File: config.mk
export PLATFORM = sky130hd
export DESIGN_NAME = binario_a_gray_flat
export DESIGN_NICKNAME = d
export VERILOG_FILES = /design/src/rtl/binario_a_gray_if.sv /design/src/rtl/binario_a_gray.sv /design/src/flat_wrapper.sv
export SDC_FILE = /design/constraint.sdc
export NUM_CORES = 1
export LEC_CHECK = 0
export CORE_AREA = 2 2 39 41
export DETAILED_ROUTE_END_ITERATION = 6
export DIE_AREA = 0 0 41 43
export PLACE_DENSITY = 0.75
export SKIP_LAST_GASP = 1
export SYNTH_ARGS = -nofsm -noshare
export SYNTH_HDL_FRONTEND = slang
export SYNTH_SLANG_ARGS = --single-unit
File: constraint.sdc
create_clock -name clk -period 2.1 [get_ports clk]
set_input_delay 0.42 -clock clk [delete_from_list [all_inputs] [get_ports clk]]
set_output_delay 0.42 -clock clk [all_outputs]
set_load 0.005 [all_outputs]
File: src/rtl/binario_a_gray_if.sv
// rtl/binario_a_gray_if.sv - control inputs and count outputs of the binary-to-Gray counter
interface binario_a_gray_if #(
  parameter int N = 4
);
  logic         en;
  logic         up;
  logic         load;
  logic [N-1:0] bin_in;
  logic [N-1:0] bin_out;
  logic [N-1:0] gray_out;
  logic         wrap;

  modport master (
    output en,
    output up,
    output load,
    output bin_in,
    input  bin_out,
    input  gray_out,
    input  wrap
  );

  modport slave (
    input  en,
    input  up,
    input  load,
    input  bin_in,
    output bin_out,
    output gray_out,
    output wrap
  );
endinterface

File: src/rtl/binario_a_gray.sv
// rtl/binario_a_gray.sv - up/down binary counter with registered Gray code and wrap pulse
module binario_a_gray #(
  parameter int N = 4
) (
  input  logic              clk,
  input  logic              rst,
  binario_a_gray_if.slave   bus
);

  localparam logic [N-1:0] ALL_ONES = {N{1'b1}};
  localparam logic [N-1:0] ZERO     = {N{1'b0}};

  logic [N-1:0] count_q;
  logic [N-1:0] gray_q;
  logic         wrap_q;

  logic [N-1:0] count_d;
  logic         wrap_d;

  // Next count and wrap flag: load beats count enable; rst is applied in the register.
  always_comb begin
    count_d = count_q;
    wrap_d  = 1'b0;
    if (bus.load) begin
      count_d = bus.bin_in;
    end else if (bus.en) begin
      if (bus.up) begin
        count_d = count_q + 1'b1;
        wrap_d  = (count_q == ALL_ONES);
      end else begin
        count_d = count_q - 1'b1;
        wrap_d  = (count_q == ZERO);
      end
    end
  end

  // Gray code is registered from the next count so it lines up with bin_out in the same cycle.
  always_ff @(posedge clk) begin
    if (rst) begin
      count_q <= ZERO;
      gray_q  <= ZERO;
      wrap_q  <= 1'b0;
    end else begin
      count_q <= count_d;
      gray_q  <= count_d ^ (count_d >> 1);
      wrap_q  <= wrap_d;
    end
  end

  assign bus.bin_out  = count_q;
  assign bus.gray_out = gray_q;
  assign bus.wrap     = wrap_q;

endmodule
File: src/flat_wrapper.sv
// flat-port wrapper written by rule: the top's interface ports become plain ports
module binario_a_gray_flat 
#(
  parameter int N = 4
)
  (clk, rst, bus_en, bus_up, bus_load, bus_bin_in, bus_bin_out, bus_gray_out, bus_wrap);
  binario_a_gray_if #(.N(N)) bus_i ();
  input  logic clk;
  input  logic rst;
  input wire logic [$bits(bus_i.en)-1:0] bus_en;
  input wire logic [$bits(bus_i.up)-1:0] bus_up;
  input wire logic [$bits(bus_i.load)-1:0] bus_load;
  input wire logic [$bits(bus_i.bin_in)-1:0] bus_bin_in;
  output wire logic [$bits(bus_i.bin_out)-1:0] bus_bin_out;
  output wire logic [$bits(bus_i.gray_out)-1:0] bus_gray_out;
  output wire logic [$bits(bus_i.wrap)-1:0] bus_wrap;
  assign bus_i.en = bus_en;
  assign bus_i.up = bus_up;
  assign bus_i.load = bus_load;
  assign bus_i.bin_in = bus_bin_in;
  assign bus_bin_out = bus_i.bin_out;
  assign bus_gray_out = bus_i.gray_out;
  assign bus_wrap = bus_i.wrap;
  binario_a_gray #(.N(N)) u_core (.clk(clk), .rst(rst), .bus(bus_i));
endmodule
==> qor.yml <==
outcome:
  status: "completed"
cells_and_area:
  drive_above_1_share: 0.211
  fillers: 139
  area_delta_synth_final_pct: 49.4
  antenna_cells: 0
  fin_nets: 90
route:
  ant_nets: 0
  drcViolationCount: 0
  drt_wl_total_mm: 1.13
  viasPerCell: 5.13
  dr_total_vias: 472
  drt-pass1-iter-count: 7
  drt_iter0_drc: 15
  wire_per_inst_um: 12.2
power:
  intPower_w: 0.000322
  p_sw_w: 0.000116
  leakagePower_nw: 0.317
  swShare: 0.266
  powerDensity_nw_per_um2: 594
  peakVddDrop_v: 0.000442
  combPwrFrac: 0.327
  clkPwrFrac: 0.257
  pwr-share-seq: 0.416
worst_setup_path:
  path_class: "in -> reg"
  worstRegToRegCells: 5
  crit_chain: "clkdlybuf4s50_1 -> inv_2 -> buf_4 -> ha_1 -> a21o_1 -> a221o_1 -> nand3_2 -> mux2i_1"
  r2r_end: "u_core.bus.gray_out[1]"
  endpoint_kind: "flip-flop"
  slowest_stage: "clkdlybuf4s50_1"
  start_kind: "primary input"
  cp_num_buf_inv: 3
  cp_slowest_stage_delay_ns: 0.49
  timing.critical_path.required_ns: 2.28
  critPathMaxFanout: 3
  arrival_ns: 2.18
  reg2reg_from: "u_core.bus.bin_out[0]"
  reg2reg_slack_ns: 0.29
  path_delay_family: "buffers and inverters"
global_route:
  grt_usage: 0.141
  first_global_vias: 409
  antenna_found_initial: 0
  grt_max_degree: 11
  grt_pass1_wl_mm: 1.67
  gr-total-overflow: 0
placement:
  gp_congestion: 0.709
  io_buffers: 17
  dpl.hpwl_um: 862
clock_tree:
  cts_tree: "done"
  htree_levels: 1
  cts_buffer_depth: 2
  cts_root_buffer: "clkbuf_4"
  clock_latency_ns: 0.25
  clkSlewWorstSetupHoldPaths_ns: 0.05
  cts_setup_buffers: 0
  cts_inserted_buffers: 3
  cts_sinks: 8
  holdBufCountCts: 0
  cts_resized: 0
timing:
  fmax_ghz: 0.500
  timing_worst_slew_pin_value_ns: 0.298
  fin_crit_sh: 0.952
  finClkSkew_ns: 0.00488
  setup_viol: 0
  rsz0062_at_grt: "false"
  maxSlewHeadroom: 0.801
  hold_slack_ns: 0.742
  post-route-min-period_ns: 2.00
  drv_slew: 0
  finalSetupTns_ns: 0
  hold_violations: 0
min_path:
  hold_end: "u_core.bus.wrap"
  holdPathStages: 2
  hp-class: "reg -> reg"
  hp-start: "u_core.bus.gray_out[3]"
logic_synthesis:
  yosys_warnings: 0
  syn_inst: 53
  synth_area_um2: 494
  syn-num-nets: 65
  yosysUniqueCellTypes: 31
  seq_area_frac_synth: 0.324
  ys_ff_latch: 8
  syn_area_per_cell_um2: 9.32
floorplanning:
  die_height_um: 43
  fp.dieW_um: 41
  start_util: 0.357
  core_area_um2: 1380
  pin_count: 18
  die_area_um2: 1760
  rows: 14
run:
  max_cap_viol_count: 0
## worst max-delay path by stage
stage / endpoint / cells after the start / from / slack [ns]
after floorplan: u_core.bus.gray_out[1] / 6 / bus_up / 0.40
after global placement: u_core.bus.gray_out[1] / 8 / bus_up / -0.20
after detailed placement: u_core.bus.gray_out[1] / 8 / bus_up / -0.21
after CTS: u_core.bus.gray_out[1] / 8 / bus_up / 0.05
after global routing: u_core.bus.gray_out[1] / 7 / bus_up / 0.02
final: u_core.bus.gray_out[2] / 8 / bus_up / 0.10
## worst register-to-register path, cell delays in order, from the launching register on
cell	delay [ns]
dfxtp_1	0.49
fa_2	0.48
mux2_2	0.28
mux2i_2	0.23
o21ai_0	0.13
a21oi_1	0.15
## state kept, by name (all words and copies together) (netlist names)
name and flops:
u_core.bus.gray_out 4, u_core.bus.bin_out 3, u_core.bus.wrap 1
## metal layers
layer	up-vias	wire length, um	track usage
li1	240	-	-
met4	0	0	0.0400
met5	-	0	0
met2	20	578	0.231
met1	212	476	0.156
met3	0	69	0.0628
## Yosys cell counts
master	instances	area share
nand3_1	2	0.020
a211oi_1	1	0.015
buf_2	1	0.010
o21ai_0	2	0.020
a21oi_1	2	0.020
fa_1	1	0.041
nor2_1	6	0.046
ha_1	2	0.051
mux2i_1	3	0.061
or4_2	1	0.018
xnor2_1	2	0.035
nand3_2	1	0.020
nor3b_1	1	0.015
and3_1	1	0.013
buf_4	2	0.030
mux2_2	1	0.023
xor2_1	1	0.018
nand3b_1	1	0.015
or4b_1	1	0.020
and3_2	1	0.015
and2_1	1	0.013
or3_1	2	0.025
o21bai_1	1	0.015
inv_1	2	0.015
a221o_1	1	0.020
o2bb2ai_1	1	0.018
a22oi_1	1	0.015
a21o_1	1	0.015
dfxtp_1	8	0.32
a31oi_1	1	0.013
nor4bb_1	1	0.020
## placed cells by master, fill, tap and decap left out
cell             netlist  routed
a211oi_1               1       1
a21o_1                 1       1
a21oi_1                2       2
a221o_1                1       1
a22oi_1                1       1
a31oi_1                1       1
and2_1                 1       1
and3_1                 1       1
and3_2                 1       1
buf_4                  2       6
clkbuf_4               0       3
clkdlybuf4s50_1        0      17
dfxtp_1                8       8
fa_2                   0       1
ha_1                   2       2
inv_1                  2       1
inv_2                  0       1
mux2_2                 1       1
mux2i_1                3       2
mux2i_2                0       1
nand3_1                2       2
nand3_2                1       1
nand3b_1               1       1
nor2_1                 6       6
nor3b_1                1       1
nor4bb_1               1       1
o21ai_0                2       2
o21bai_1               1       1
o2bb2ai_1              1       1
or3_1                  2       2
or4_2                  1       1
or4b_1                 1       1
xnor2_1                2       2
xor2_1                 1       1
## metrics by stage
stage / cells / total power (W) / cell area (um2) / setup WS (ns) / utilization
6_report: 92 / 0.000438 / 738 / 0.101 / 0.533
3_5_place_dp: 89 / 0.000325 / 709 / -0.206 / 0.513
5_1_grt: 92 / 0.000468 / 738 / 0.0182 / 0.533
4_1_cts: 92 / 0.000440 / 732 / 0.0466 / 0.529
3_3_place_gp: 89 / 0.000322 / 709 / -0.201 / 0.513
2_1_floorplan: 53 / 0.000254 / 494 / 0.400 / -
## power groups by stage
stage          clock [W]  combinational (W)  sequential (W)
2_1_floorplan          0          0.0000693        0.000184
6_report        0.000113           0.000143        0.000182
5_1_grt         0.000126           0.000157        0.000185
3_3_place_gp           0           0.000137        0.000185
3_5_place_dp           0           0.000140        0.000185
4_1_cts         0.000117           0.000141        0.000182
## layout make-up
cell class,count,area [um2],share of cell area
clock buffers,3,22.5,0.0305
well taps,16,20.0,0.0271
repair buffers,23,215,0.292
flip-flops and latches,8,160,0.217
inverters,2,7.51,0.0102
multi-input cells,40,313,0.424
## logic make-up after synthesis
family | count (synthesis) | share of synthesized area
muxes | 4 | 0.0835
buffers and inverters | 5 | 0.0557
adders and majority gates | 3 | 0.0911
xor gates and xnor gates | 3 | 0.0532
AOI/OAI and AO/OA | 11 | 0.152
DFF | 8 | 0.324
and+or+nand+nor | 19 | 0.241
Note: power is estimated with default switching activity, not from simulation.
